`config.mk`:
```
export PLATFORM = sky130hd
export DESIGN_NAME = serial_subtractor
export DESIGN_NICKNAME = d
export VERILOG_FILES = /design/src/rtl/serial_subtractor_pkg.sv /design/src/rtl/full_subtractor.sv /design/src/rtl/serial_subtractor.sv
export SDC_FILE = /design/constraint.sdc
export NUM_CORES = 1
export LEC_CHECK = 0
export CAP_MARGIN = 20
export CELL_PAD_IN_SITES_DETAIL_PLACEMENT = 1
export CELL_PAD_IN_SITES_GLOBAL_PLACEMENT = 1
export CORE_UTILIZATION = 39
export DETAILED_ROUTE_END_ITERATION = 7
export PLACE_DENSITY = 0.87
export SYNTH_ARGS = -nofsm -noshare
export SYNTH_HDL_FRONTEND = slang
export SYNTH_SLANG_ARGS = --single-unit
```
`constraint.sdc`:
```
create_clock -name clk -period 2.2 [get_ports clk]
set_input_delay 0.33 -clock clk [delete_from_list [all_inputs] [get_ports clk]]
set_output_delay 0.33 -clock clk [all_outputs]
set_load 0.02 [all_outputs]
```
`src/rtl/serial_subtractor_pkg.sv`:
```
// rtl/serial_subtractor_pkg.sv - shared types and helpers for the bit-serial subtractor
//
// Purpose: FSM state type and counter-width helper used by serial_subtractor.
// Ports: none (package).
// Optional feature macro used elsewhere in this slice: SERIAL_SUBTRACTOR_OVERFLOW_EN.

package serial_subtractor_pkg;

  typedef enum logic [0:0] {
    IDLE  = 1'b0,
    SHIFT = 1'b1
  } sub_state_t;

  // Bit counter width: $clog2(width), never less than one bit.
  function automatic int cnt_width(input int width);
    return (width <= 2) ? 1 : $clog2(width);
  endfunction

endpackage

```
`src/rtl/full_subtractor.sv`:
```
// rtl/full_subtractor.sv - single-bit combinational full subtractor cell
//
// Purpose: d = a - b - bin for one bit, with borrow out.
// Ports:
//   a    in  1  minuend bit
//   b    in  1  subtrahend bit
//   bin  in  1  borrow in
//   d    out 1  difference bit
//   bout out 1  borrow out

module full_subtractor (
  input  logic a,
  input  logic b,
  input  logic bin,
  output logic d,
  output logic bout
);

  assign d    = a ^ b ^ bin;
  // Borrow when b exceeds a outright, or when a==b and a borrow is already pending.
  assign bout = (~a & b) | (~(a ^ b) & bin);

endmodule

```
`src/rtl/serial_subtractor.sv`:
```
// rtl/serial_subtractor.sv - bit-serial N-bit subtractor, diff = a - b - b_in, LSB first
//
// Purpose: captures operands on start, runs one full-subtractor cell over WIDTH
// cycles, then publishes diff/b_out (and optionally signed overflow) in one step.
// Optional feature macro: SERIAL_SUBTRACTOR_OVERFLOW_EN (signed overflow flag;
// when undefined the overflow port is tied to 0).
// Ports:
//   clk      in  1      clock, rising edge
//   reset    in  1      synchronous active-high reset
//   start    in  1      request, sampled only in IDLE
//   a        in  WIDTH  minuend
//   b        in  WIDTH  subtrahend
//   b_in     in  1      borrow in
//   busy     out 1      high while shifting
//   done     out 1      one-cycle pulse when results update
//   diff     out WIDTH  last completed difference
//   b_out    out 1      last completed borrow out
//   overflow out 1      last completed signed overflow

module serial_subtractor
  import serial_subtractor_pkg::*;
#(
  parameter int WIDTH = 4
) (
  input  logic             clk,
  input  logic             reset,
  input  logic             start,
  input  logic [WIDTH-1:0] a,
  input  logic [WIDTH-1:0] b,
  input  logic             b_in,
  output logic             busy,
  output logic             done,
  output logic [WIDTH-1:0] diff,
  output logic             b_out,
  output logic             overflow
);

  localparam int            CW   = cnt_width(WIDTH);
  localparam logic [CW-1:0] LAST = CW'(WIDTH - 1);

  sub_state_t       state_q, state_d;
  logic [WIDTH-1:0] sa_q, sa_d;
  logic [WIDTH-1:0] sb_q, sb_d;
  logic [WIDTH-1:0] wr_q, wr_d;
  logic [CW-1:0]    cnt_q, cnt_d;
  logic             borrow_q, borrow_d;
  logic [WIDTH-1:0] diff_q, diff_d;
  logic             b_out_q, b_out_d;
  logic             done_q, done_d;

  logic             fs_d;
  logic             fs_bout;
  logic [WIDTH-1:0] wr_next;
  logic             unused_wr_lsb;

`ifdef SERIAL_SUBTRACTOR_OVERFLOW_EN
  logic a_msb_q, a_msb_d;
  logic b_msb_q, b_msb_d;
  logic overflow_q, overflow_d;
`endif

  full_subtractor u_fs (
    .a   (sa_q[0]),
    .b   (sb_q[0]),
    .bin (borrow_q),
    .d   (fs_d),
    .bout(fs_bout)
  );

  // The new bit enters at the MSB; after WIDTH shifts the LSB result has
  // reached bit 0, so the oldest slot of wr_q is never needed.
  assign wr_next       = {fs_d, wr_q[WIDTH-1:1]};
  assign unused_wr_lsb = wr_q[0];

  always_comb begin
    state_d  = state_q;
    sa_d     = sa_q;
    sb_d     = sb_q;
    wr_d     = wr_q;
    cnt_d    = cnt_q;
    borrow_d = borrow_q;
    diff_d   = diff_q;
    b_out_d  = b_out_q;
    done_d   = 1'b0;
`ifdef SERIAL_SUBTRACTOR_OVERFLOW_EN
    a_msb_d    = a_msb_q;
    b_msb_d    = b_msb_q;
    overflow_d = overflow_q;
`endif
    case (state_q)
      IDLE: begin
        if (start) begin
          sa_d     = a;
          sb_d     = b;
          borrow_d = b_in;
          cnt_d    = '0;
          state_d  = SHIFT;
`ifdef SERIAL_SUBTRACTOR_OVERFLOW_EN
          a_msb_d  = a[WIDTH-1];
          b_msb_d  = b[WIDTH-1];
`endif
        end
      end
      SHIFT: begin
        sa_d     = sa_q >> 1;
        sb_d     = sb_q >> 1;
        wr_d     = wr_next;
        borrow_d = fs_bout;
        cnt_d    = cnt_q + 1'b1;
        if (cnt_q == LAST) begin
          diff_d  = wr_next;
          b_out_d = fs_bout;
          done_d  = 1'b1;
          state_d = IDLE;
`ifdef SERIAL_SUBTRACTOR_OVERFLOW_EN
          // fs_d is the final (sign) bit of the difference.
          overflow_d = (a_msb_q != b_msb_q) && (fs_d != a_msb_q);
`endif
        end
      end
      default: state_d = IDLE;
    endcase
  end

  always_ff @(posedge clk) begin
    if (reset) begin
      state_q  <= IDLE;
      sa_q     <= '0;
      sb_q     <= '0;
      wr_q     <= '0;
      cnt_q    <= '0;
      borrow_q <= 1'b0;
      diff_q   <= '0;
      b_out_q  <= 1'b0;
      done_q   <= 1'b0;
    end else begin
      state_q  <= state_d;
      sa_q     <= sa_d;
      sb_q     <= sb_d;
      wr_q     <= wr_d;
      cnt_q    <= cnt_d;
      borrow_q <= borrow_d;
      diff_q   <= diff_d;
      b_out_q  <= b_out_d;
      done_q   <= done_d;
    end
  end

`ifdef SERIAL_SUBTRACTOR_OVERFLOW_EN
  always_ff @(posedge clk) begin
    if (reset) begin
      a_msb_q    <= 1'b0;
      b_msb_q    <= 1'b0;
      overflow_q <= 1'b0;
    end else begin
      a_msb_q    <= a_msb_d;
      b_msb_q    <= b_msb_d;
      overflow_q <= overflow_d;
    end
  end
  assign overflow = overflow_q;
`else
  assign overflow = 1'b0;
`endif

  assign busy  = (state_q == SHIFT);
  assign done  = done_q;
  assign diff  = diff_q;
  assign b_out = b_out_q;

endmodule

```
==> run summary <==
Hold Fails Final Rpt: 0
Final hold slack: 0.493 ns
Worst-path clk slew: 0.11 ns
Ys async rst share: 0%
Number of nets in the layout: 121
CP top delay family: buffers and inverters
Deepest clock path buffer count: 2
Die area: 2520 sq um
Post-Route Setup TNS: 0 ns
Final-report max-slew violation count: 0
Startpoint types: flop
Largest net degree at the start of global routing: 31
Buf/Inv on CP: 1
Drt total wl: 1720 microns
Max Cap Viol: 0
Final GP Congestion: 0.735
Final setup viols: 0
Via count: 689
PostCTS Resize Cnt: 0
Peak Freq: 0.632 GHz
Die width: 50.2 microns
Cells after Synth: 90
Met2 Use GR: 26.9%
Dpl hpwl: 1170 microns
Post-synth net total: 104
Core area: 2210 sq um
DRC: 0
Leading cell type in the layout, fill and taps excluded: dfxtp_1
First-pass GRT wire length: 2960 microns
Placement-stage worst setup slack: 0.560 ns
CP cell instances: clkdlybuf4s50_1
Synth warn: 0
Synth unique cells: 23
GR peak layer: met2
Leakage: 0.434 nW
Sequential area share after synthesis: 46.3%
Post-route cell area: 1110 sq um
Post-CTS Setup Bufs: 0
Commonest cells after routing, fill and taps aside: dfxtp_1 (21), clkdlybuf4s50_1 (18), mux2i_1 (12)
Hold Crit Class: flop to flop
Number of synthesized flops with an enable pin: 0
Inserted Diodes: 0
Drt pass-1 iters: 4
CTS sink cnt: 21
Area leader, netlist: dfxtp_1
Synth top area cells: dfxtp_1 (46%), mux2i_1 (13%), a211oi_1 (5.8%), a21bo_2 (4.4%), a21oi_1 (4.4%)
Antenna-violating nets left: 0
Clock latency at the later pin of the worst-skew pair: 0.29 ns
M3 GR Usage: 1.82%
Routed len/inst: 12.8 microns
Post-DR vias/cell: 5.14
Worst vdd ir: 0.382 mV
Height of the die: 50.2 microns
Top FF cell, synth: dfxtp_1
CTS Hold Bufs: 0
Num rows: 17
Critical-path top delay cell: clkdlybuf4s50_1
Vias in the first global route: 703
Layout fillers: 255
Pwr/cell area: 624 nW/um^2
Worst slew pin tran: 0.725 ns
Top-area cell type share of the netlist area: 46.3%
H-tree depth: 1
DR iter-0 viols: 5
IO Pins: 20
Number of buffers added on ports: 18
Clock Skew: 0.00359 ns
Status: completed
Syn-to-layout area delta: 22.5%
RSZ-0062 raised after global routing: false
WP data arrival: 1.25 ns
Gr usage total: 15.5%
Util after Layout: 50.2%
Met1 Track Usage GR: 18.2%
Crit path max fanout: 2
Period Utilization, post-route: 72.0%
Initial core utilization: 41.0%
Syn avg cell area: 10.1 sq um
Post-DP Area: 1080 sq um
Worst EP required: 1.87 ns
Synth Cell Area: 907 sq um
Slew margin rel.: 51.5%
Yosys reg bits: 21
CTS tree: built
Num CTS Buffers: 3
Initial antenna violation count: 0
Crit end category: primary output
Final worst slack: 0.617 ns
Crit path kind: flop to primary output
Root Driver: clkbuf_4
Largest stage delay, worst path: 0.61 ns
GRT Residual Overflow: 0
Period minus WS final: 1.58 ns
Share of cells above drive strength 1: 9.43%
[Yosys cell counts (2+ instances only)]
library cell / count
a211oi_1: 7
a21bo_2: 4
a21oi_1: 8
buf_2: 3
buf_6: 2
clkbuf_1: 2
dfxtp_1: 21
inv_1: 3
mux2i_1: 12
nand2_1: 2
nand3_1: 4
nor2_1: 5
nor2b_1: 6
nor3_1: 2
[through the flow]
stage	cells	power, mW
6_report	134	0.694
2_1_floorplan	90	0.488
4_1_cts	134	0.706
3_5_place_dp	130	0.523
5_1_grt	134	0.738
3_3_place_gp	130	0.519
[registers in the layout, summed over array words and instances (netlist names)]
name	count
done	1
wr_q	3
borrow_q	1
b_out	1
sb_q	4
cnt_q	2
sa_q	4
diff	4
busy	1
[worst paths after layout]
kind / from / endpoint / slack (ns) / depth (start not counted)
setup reg to reg: busy / cnt_q[1] / 0.92 / 3
hold / removal: wr_q[1] / diff[0] / 0.49 / 2
hold reg to reg: wr_q[1] / diff[0] / 0.49 / 2
setup / recovery: b_out / b_out / 0.62 / 1
[metal layers]
| metal | vias up | share of wire (%) |
|---|---|---|
| met2 | 9 | 51 |
| met5 | - | 0 |
| li1 | 343 | - |
| met1 | 335 | 46 |
| met3 | 2 | 1.9 |
| met4 | 0 | 1.7 |
[cells by family (layout without fill, tap and decap cells)]
| group | after synthesis | after routing | synth area share (%) |
|---|---|---|---|
| and+or+nand+nor | 22 | 22 | 13.0 |
| buffers and inverters | 11 | 27 | 7.03 |
| adders and majority gates | 2 | 2 | 3.59 |
| AOI/OAI and AO/OA | 21 | 21 | 16.4 |
| DFF | 21 | 21 | 46.3 |
| muxes | 12 | 12 | 13.2 |
| other | 1 | 1 | 0.413 |
[layout make-up]
| class | count | area [sq um] | share of cell area (%) |
|---|---|---|---|
| clock buffers | 4 | 26.3 | 2.36 |
| flip-flops and latches | 21 | 420 | 37.8 |
| multi-input cells | 58 | 423 | 38.1 |
| well taps | 28 | 35.0 | 3.15 |
| inverters | 3 | 11.3 | 1.01 |
| repair buffers | 20 | 195 | 17.6 |
[report_power, final]
part | switching [mW] | total (mW) | leakage [nW] | internal, mW
Combinational | 0.0499 | 0.102 | 0.247 | 0.0526
Sequential | 0.0116 | 0.411 | 0.172 | 0.400
Clock | 0.109 | 0.180 | 0.0150 | 0.0705
No activity file was read; power rests on OpenSTA's default activity.
